--- src/rtl/debouncer_multi.sv ---
// -----------------------------------------------------------------------------
// debouncer_multi
//
// Multi-channel switch debouncer. Each channel is processed independently:
//   raw input -> 2-FF synchroniser -> stability counter -> debounced level
//   -> registered rise/fall pulses and a long-press (hold) level flag.
//
// Parameters
//   N_CH        number of independent channels (>= 1)
//   STABLE_CYC  consecutive cycles the synchronised input must differ from the
//               debounced state before the new level is accepted (>= 2)
//   HOLD_CYC    cycles the debounced level must stay high after a rise before
//               o_long asserts; 0 removes the hold logic and ties o_long low
//   RST_VAL     reset value of the synchronisers and of the debounced output
//
// Ports
//   clk              clock
//   rst              asynchronous, active-high reset
//   i_sig            raw switch inputs, asynchronous to clk
//   o_sig_debounced  debounced, glitch-free level per channel
//   o_rise           one-cycle pulse when a debounced level goes 0->1
//   o_fall           one-cycle pulse when a debounced level goes 1->0
//   o_long           level: channel held high for >= HOLD_CYC cycles since rise
//   o_any_evt        OR of all rise/fall pulses, in the same cycle as the pulses
//
// No handshakes: every output is a plain registered level or pulse that is
// valid on every cycle; there is no valid/ready protocol on this block.
// The block has no FSM; the per-channel state is the counter values.
// -----------------------------------------------------------------------------
module debouncer_multi #(
  parameter int   N_CH       = 4,
  parameter int   STABLE_CYC = 8,
  parameter int   HOLD_CYC   = 32,
  parameter logic RST_VAL    = 1'b0
) (
  input  logic            clk,
  input  logic            rst,
  input  logic [N_CH-1:0] i_sig,
  output logic [N_CH-1:0] o_sig_debounced,
  output logic [N_CH-1:0] o_rise,
  output logic [N_CH-1:0] o_fall,
  output logic [N_CH-1:0] o_long,
  output logic            o_any_evt
);

  // Stability counter only has to reach STABLE_CYC-1, so $clog2(STABLE_CYC)
  // bits are enough for any integer STABLE_CYC >= 2.
  localparam int            CW       = $clog2(STABLE_CYC);
  localparam logic [CW-1:0] CNT_LAST = CW'(STABLE_CYC - 1);

  logic [N_CH-1:0]          sync1;
  logic [N_CH-1:0]          sync2;
  logic [N_CH-1:0][CW-1:0]  stab_cnt;
  logic [N_CH-1:0][CW-1:0]  stab_cnt_nxt;
  logic [N_CH-1:0]          deb_nxt;
  logic [N_CH-1:0]          rise_nxt;
  logic [N_CH-1:0]          fall_nxt;

  // ---------------------------------------------------------------------------
  // Two-stage synchroniser. Only sync2 is used downstream.
  // ---------------------------------------------------------------------------
  always_ff @(posedge clk or posedge rst) begin
    if (rst) begin
      sync1 <= {N_CH{RST_VAL}};
      sync2 <= {N_CH{RST_VAL}};
    end else begin
      sync1 <= i_sig;
      sync2 <= sync1;
    end
  end

  // ---------------------------------------------------------------------------
  // Stability counter, next-state logic.
  // The counter tracks how many consecutive edges sync2 has disagreed with the
  // debounced level. Any single agreeing cycle drops it back to zero, so a
  // level is only accepted after STABLE_CYC uninterrupted disagreeing edges.
  // The acceptance edge also produces the edge pulses, so the pulses line up
  // exactly with the change of o_sig_debounced.
  // ---------------------------------------------------------------------------
  always_comb begin
    stab_cnt_nxt = stab_cnt;
    deb_nxt      = o_sig_debounced;
    rise_nxt     = '0;
    fall_nxt     = '0;
    for (int c = 0; c < N_CH; c++) begin
      if (sync2[c] == o_sig_debounced[c]) begin
        stab_cnt_nxt[c] = '0;
      end else if (stab_cnt[c] == CNT_LAST) begin
        deb_nxt[c]      = sync2[c];
        stab_cnt_nxt[c] = '0;
        rise_nxt[c]     = sync2[c];
        fall_nxt[c]     = ~sync2[c];
      end else begin
        stab_cnt_nxt[c] = stab_cnt[c] + CW'(1);
      end
    end
  end

  always_ff @(posedge clk or posedge rst) begin
    if (rst) begin
      stab_cnt        <= '0;
      o_sig_debounced <= {N_CH{RST_VAL}};
      o_rise          <= '0;
      o_fall          <= '0;
      o_any_evt       <= 1'b0;
    end else begin
      stab_cnt        <= stab_cnt_nxt;
      o_sig_debounced <= deb_nxt;
      o_rise          <= rise_nxt;
      o_fall          <= fall_nxt;
      // Registered from the same next-state terms as the pulses so that it
      // appears in the same cycle rather than one cycle later.
      o_any_evt       <= |(rise_nxt | fall_nxt);
    end
  end

  // ---------------------------------------------------------------------------
  // Long-press detection.
  // The hold counter restarts on the rise edge, then counts every edge while
  // the debounced level is high, saturating at HOLD_CYC. o_long asserts on the
  // edge the counter reaches HOLD_CYC and drops on the fall edge.
  // ---------------------------------------------------------------------------
  if (HOLD_CYC > 0) begin : g_hold
    localparam int            HW       = $clog2(HOLD_CYC + 1);
    localparam logic [HW-1:0] HOLD_MAX = HW'(HOLD_CYC);

    logic [N_CH-1:0][HW-1:0] hold_cnt;
    logic [N_CH-1:0][HW-1:0] hold_cnt_nxt;
    logic [N_CH-1:0]         long_nxt;

    always_comb begin
      hold_cnt_nxt = hold_cnt;
      long_nxt     = o_long;
      for (int c = 0; c < N_CH; c++) begin
        if (rise_nxt[c] || fall_nxt[c]) begin
          hold_cnt_nxt[c] = '0;
          long_nxt[c]     = 1'b0;
        end else if (o_sig_debounced[c]) begin
          if (hold_cnt[c] != HOLD_MAX) begin
            hold_cnt_nxt[c] = hold_cnt[c] + HW'(1);
          end
          long_nxt[c] = (hold_cnt_nxt[c] == HOLD_MAX);
        end else begin
          hold_cnt_nxt[c] = '0;
          long_nxt[c]     = 1'b0;
        end
      end
    end

    always_ff @(posedge clk or posedge rst) begin
      if (rst) begin
        hold_cnt <= '0;
        o_long   <= '0;
      end else begin
        hold_cnt <= hold_cnt_nxt;
        o_long   <= long_nxt;
      end
    end
  end else begin : g_no_hold
    assign o_long = '0;
  end

endmodule

--- config.mk ---
export PLATFORM = sky130hd
export DESIGN_NAME = debouncer_multi
export DESIGN_NICKNAME = d
export VERILOG_FILES = /design/src/rtl/debouncer_multi.sv
export SDC_FILE = /design/constraint.sdc
export NUM_CORES = 1
export LEC_CHECK = 0
export CAP_MARGIN = 20
export CORE_ASPECT_RATIO = 1.5
export CORE_MARGIN = 2
export CORE_UTILIZATION = 60
export DETAILED_ROUTE_END_ITERATION = 10
export PLACE_DENSITY = 0.83
export SKIP_LAST_GASP = 1
export SYNTH_ARGS = -nofsm -noshare
export SYNTH_HDL_FRONTEND = slang
export SYNTH_SLANG_ARGS = --single-unit
--- constraint.sdc ---
create_clock -name clk -period 3.25 [get_ports clk]
set_input_delay 0.4875 -clock clk [delete_from_list [all_inputs] [get_ports clk]]
set_output_delay 0.4875 -clock clk [all_outputs]
set_load 0.03 [all_outputs]
==> impl_results.md <==
- Outcome: finished, final reports clean
- RSZ-0062 raised after global routing: no
- Most used DFF post-synth: dfrtp_1
- Worst Tran Pin Value: 0.728 ns
- Top post-synthesis cells by count: dfrtp_1, nor2_1, inv_1, ha_1, xor2_1
- Worst-path clk slew: 0.07 ns
- Total die area: 4890 um^2
- Main combinational cell family by area after synthesis: simple AND/OR/NAND/NOR gates
- Fin. max-slew vios: 0
- Worst R2R Path Depth: 6
- Global-route wire length before repair: 7.58 mm
- CP Max Fanout: 6
- Top-count cell post-synth: dfrtp_1
- Post-Synth Simple-Gate Area: 0.194
- CP arrival: 1.49 ns
- Final Cycle Share: 0.609
- Crit-path slowest cell: clkdlybuf4s50_1
- Synth area leader: dfrtp_1
- Min cycle time layout: 1.98 ns
- I/O Buffers: 22
- Synthesis-to-finish area growth: 19.9%
- Max Fclk: 505 MHz
- Die width: 57.8 um
- Yosys cell types: 35
- Synth Area in XOR/XNOR: 0.0640
- Peak VDD IR: 636 uV
- Die H: 84.6 um
- Cells after DPL: 288
- GRT overflow: 0
- Worst Hold Launch: sync1[3]
- Antenna-violating nets left: 0
- Drt wl/cell: 14.3 um
- Crit start category: flip-flop
- Fillcell total: 274
- First-pass DRT Iterations: 4
- PostCTS Resize Cnt: 0
- Post-synthesis mux area share: 0.00433
- R2r startpoint: stab_cnt[3]
- DR vias: 1667
- Critical Path End Type: output pin
- Crit path max-delay family: buffers and inverters
- Syn. warnings: 0
- Power per Cell Area: 700 nW/um^2
- Max-Cap Viols: 0
- Ant. Diodes: 0
- Initial Util: 0.618
- Core area: 4210 um^2
- Tot GR Track Use: 0.210
- Async set-or-reset flop fraction in the synthesized netlist: 1.00
- CTS sink cnt: 61
- Hold Path Class: flip-flop to flip-flop
- Synth top area share: 0.587
- Top cells by area, synth: dfrtp_1, ha_1, xor2_1
- DRC: 0
- Vias in the first global route: 1733
- Setup bufs post-CTS: 0
- Layout cells sized above 1: 0.0969
- Worst-Skew Late Latency: 0.33 ns
- CTS tree: built
- Max incr delay on CP: 0.71 ns
- Setup slack after layout: 1.27 ns
- Cts hold-fix bufs: 0
- Num CTS Buffers: 9
- Adder-Cell Fraction of Synth Area: 0.0770
- Setup TNS: 0 ns
- Initial antenna violation count: 0
- Final setup vio count: 0
- Leak Pwr: 1.45 nW
- IO Pins: 23
- WP data required: 2.76 ns
- Root Buffer: clkbuf_8
- Pin count of the biggest net entering global routing: 39
- Buf/Inv on CP: 1
- DRT iter0 DRCs: 60
- WP depth: 1
- Critical path class: flip-flop to output pin
- Avg Synthesized Cell Area: 11.8 um^2
- Final nets: 275
- Post-synth EDFFs: 0
- Final hold violation count: 0
- Final WL: 4.34 mm
- Critical path startpoint: o_sig_debounced[0]
- FP Rows: 29
- Clock Path Buffers: 2
- Synth Cell Area: 2600 um^2
- Routability cong.: 0.782
- Post-Layout Cell Count: 304
- Critical path, cell by cell: clkdlybuf4s50_1
- Cell count after synthesis: 220
- Vias per cell: 5.48
- Worst slack at placement: 1.45 ns
- Syn nets: 242
- Sequential element share of the synthesized area: 0.587
- Total power: 2.18 mW
- Cells on Worst Hold Path: 0
- Slew headroom: 0.514
- #FFs+latches synth: 61
- DP Wirelength: 3.05 mm
- Clock Skew: 0.00680 ns
- H-tree depth: 3
- Compound-Gate Fraction of Synth Area: 0.0462
-- final timing paths --
check | slack [ns] | endpoint
min in group asynchronous | 0.60 | o_fall[0]
max in group asynchronous | 1.88 | g_hold.hold_cnt[8]
worst max-delay path | 1.27 | o_sig_debounced[0]
worst min register to register | 0.35 | sync2[3]
worst max register to register | 1.62 | o_long[1]
worst min-delay path | 0.35 | sync2[3]
-- cell families (layout without fill, tap and decap cells) --
family                   count (synthesis)  in the layout
AND/OR/NAND/NOR                         87             87
XOR/XNOR                                19             19
flip-flops                              61             61
adder cells (fa/ha/maj)                 16             16
AO/OA/AOI/OAI                           18             18
buffers and inverters                   18             56
multiplexers                             1              1
-- area by class of cell --
type | count | area [um^2] | area share
flip-flops and latches | 61 | 1530 | 0.490
well taps | 46 | 57.6 | 0.0185
inverters | 17 | 63.8 | 0.0205
clock buffers | 12 | 145 | 0.0465
clock inverters | 4 | 95.1 | 0.0305
repair buffers | 23 | 228 | 0.0730
multi-input cells | 141 | 1000 | 0.321
-- metrics by stage --
| step | util | hold slack [ns] | area [um^2] |
|---|---|---|---|
| 2_1_floorplan | - | 0.331 | 2600 |
| 3_3_place_gp | 0.684 | 0.334 | 2880 |
| 3_5_place_dp | 0.684 | 0.336 | 2880 |
| 4_1_cts | 0.741 | 0.350 | 3120 |
| 5_1_grt | 0.741 | 0.351 | 3120 |
| 6_report | 0.741 | 0.353 | 3120 |
-- cells in the final DEF, fill, tap and decap left out, types with 3 or more instances in the layout --
cell type	count
nand2b_1	5
nand2_1	9
a21oi_2	4
nor3_1	5
or3_1	4
nor3b_1	7
ha_1	16
o21ai_0	5
clkdlybuf4s50_1	22
and2_1	7
and3_1	3
nand3_1	8
clkbuf_8	10
dfrtp_1	61
inv_1	16
xor2_1	12
bufinv_16	3
nor2_1	23
xnor2_1	7
nand3_2	3
-- metal layers --
metal / track usage / part of all wire / up-vias
met5: 0 / 0 / -
met4: 0.108 / 0.022 / 0
met3: 0.0663 / 0.043 / 12
met2: 0.339 / 0.51 / 37
met1: 0.247 / 0.42 / 814
li1: - / - / 804
-- state kept, by name (all words and copies together) (netlist names) --
register and count:
g_hold.hold_cnt 24, o_any_evt 1, o_fall 4, o_long 4, o_rise 4, o_sig_debounced 4
stab_cnt 12, sync1 4, sync2 4
-- power by group --
| group | switching [mW] | internal [mW] | leakage, nW |
|---|---|---|---|
| registers | 0.0887 | 0.866 | 0.821 |
| logic | 0.242 | 0.176 | 0.503 |
| clock network | 0.280 | 0.530 | 0.121 |
| total | 0.611 | 1.57 | 1.45 |
Note: power is estimated with default switching activity, not from simulation.
==> variant (same flow settings) <==
Register the output `o_rise` once more; this adds one clock of latency there. The other outputs are not delayed to match. Comments in the files are not updated.
--- a/src/rtl/debouncer_multi.sv
+++ b/src/rtl/debouncer_multi.sv
@@ -47,6 +47,8 @@
   // bits are enough for any integer STABLE_CYC >= 2.
   localparam int            CW       = $clog2(STABLE_CYC);
   localparam logic [CW-1:0] CNT_LAST = CW'(STABLE_CYC - 1);
+
+  logic [N_CH-1:0] o_rise_s0;
 
   logic [N_CH-1:0]          sync1;
   logic [N_CH-1:0]          sync2;
@@ -100,13 +102,13 @@
     if (rst) begin
       stab_cnt        <= '0;
       o_sig_debounced <= {N_CH{RST_VAL}};
-      o_rise          <= '0;
+      o_rise_s0       <= '0;
       o_fall          <= '0;
       o_any_evt       <= 1'b0;
     end else begin
       stab_cnt        <= stab_cnt_nxt;
       o_sig_debounced <= deb_nxt;
-      o_rise          <= rise_nxt;
+      o_rise_s0       <= rise_nxt;
       o_fall          <= fall_nxt;
       // Registered from the same next-state terms as the pulses so that it
       // appears in the same cycle rather than one cycle later.
@@ -160,5 +162,9 @@
     assign o_long = '0;
   end
 
+  always_ff @(posedge clk) begin
+    o_rise <= o_rise_s0;
+  end
+
 endmodule
 
Behaviour: no difference found for any inputs over 10 cycles, from zero or initial values and one cycle with rst high; that may be too few to reach the edited logic, so the function may still have changed.
==> variant against the unedited design <==
Sequential power rose by 5%; hold slack got worse by 11 ps; non-clock buffer count grew 1; synthesized area grew 3.1%; critical path type unchanged; total power down 7.5%; setup slack improved by 4.7 ps; cell area rose by 0.88%; count of clock-buffer cells in the layout increased by 4; sequential cell count grew 4; highest routed layer unchanged; wire length is 4.9% lower.
==> variant: results (changes against the unedited design) <==
Worst skew pair latency: 330 ps (about the same)
Peak VDD IR: 0.000443 V (-30%)
Hold EP: o_rise[0]
Proportion of synthesized area in mux cells: 0.420% (-0.013 points)
Vias in the first global route: 1,696 (-2.1%)
TritonCTS Buffers: 9 (unchanged)
Post-synthesis net count: 246 (+1.7%)
Min-delay worst type: register to register
Antenna diodes: 0 (unchanged)
Global-route wire length before repair: 7.39 mm (-2.5%)
1st-iter DRT viols: 71 (+18%)
Library cells used by synthesis: 36 (+2.9%)
Routability cong.: 0.777 (-0.68%)
Compound-Gate Fraction of Synth Area: 4.48% (-0.14 points)
Post-CTS resize count: 0 (unchanged)
Leakage: 1.45 nW (+0.51%)
Max incr delay on CP: 710 ps (about the same)
Routed len/inst: 13.4 µm (-6.4%)
Post-Synth Adder-Cell Area: 7.47% (-0.23 points)
CP endpoint: o_sig_debounced[0]
Clock Tree Buf Depth: 2 (unchanged)
Top_reg_cell synth: dfrtp_1
Worst Skew: 7.86 ps (+1.05 ps)
YS warnings: 0 (unchanged)
Layout cells sized above 1: 9.13% (-0.56 points)
Dpl hpwl: 2.98 mm (-2.2%)
Slew HR: 65.7% (+14 points)
Final period util: 60.8% (-0.14 points)
Hold path start: o_rise_s0[0]
Reg2Reg Depth: 6 (unchanged)
FF-to-FF End: o_long[2]
Number of setup buffers added after CTS: 0 (unchanged)
Root Driver: clkbuf_8
Top post-synthesis cells by count: 61 x dfrtp_1, 23 x nor2_1, 17 x inv_1
Seq/Total Area, Yosys: 59.9% (+1.2 points)
Final Net Count: 280 (+1.8%)
Via count: 1,677 (+0.60%)
Post-Synth XOR/XNOR Area: 6.21% (-0.19 points)
Status: complete, no violations
# fillers: 299 (+9.1%)
Largest net degree at the start of global routing: 27 (-31%)
Worst slack at placement: 1630 ps (+174 ps)
GR Util All Layers: 20.1% (-0.82 points)
Critical path arrival: 1490 ps (about the same)
Ranking of synthesized cells by area: dfrtp_1 57%, ha_1 7.5%, xor2_1 3.9%
Reg2reg start: stab_cnt[6]
Post-synthesis async set-or-reset flop share: 93.8% (-6.2 points)
## variant: changes by cell type in the layout (fill, tap and decap cells not counted), sizes merged
cell,unedited run,this run
dfxtp,0,4
clkbuf,12,16
clkinv,1,0
buf,1,2
bufinv,3,0
## variant: report_power, final
part           switching [W]  internal, W
combinational       0.000237     0.000176
clock               0.000262     0.000341
sequential         0.0000871     0.000916
total               0.000586      0.00143
## variant: final cells by class
type	count	area, µm²	area share, %
Clock buffer	16	180	5.73
Multi-Input combinational cell	141	1000	31.9
Sequential cell	65	1610	51.1
Tap cell	46	57.6	1.83
Inverter	17	63.8	2.03
Timing Repair Buffer	24	235	7.48
## variant: kinds of logic (layout without fill, tap and decap cells)
logic type | count (synthesis) | count (layout)
XOR/XNOR | 19 | 19
buffers and inverters | 18 | 57
AND/OR/NAND/NOR | 87 | 87
adder cells (fa/ha/maj) | 16 | 16
flip-flops | 65 | 65
multiplexers | 1 | 1
AO/OA/AOI/OAI | 18 | 18
## variant: per-layer routing
layer | routed length, µm | global-route usage (%) | vias up
met5 | 0 | 0 | -
met4 | 75 | 9.92 | 0
met3 | 157 | 6.79 | 7
met2 | 2210 | 32.3 | 28
met1 | 1690 | 24.1 | 821
li1 | - | - | 821
## variant: stage by stage
step                hold slack, ps  instances  power [W]  utilization [%]  cell area, µm²
detailed placement             328        293    0.00144             69.8            2970
global placement               327        293    0.00142             69.8            2970
floorplan                      324        224    0.00129                -            2680
CTS                            341        309    0.00205             74.1            3150
finish                         342        309    0.00202             74.1            3150
global route                   360        309    0.00216             74.1            3150
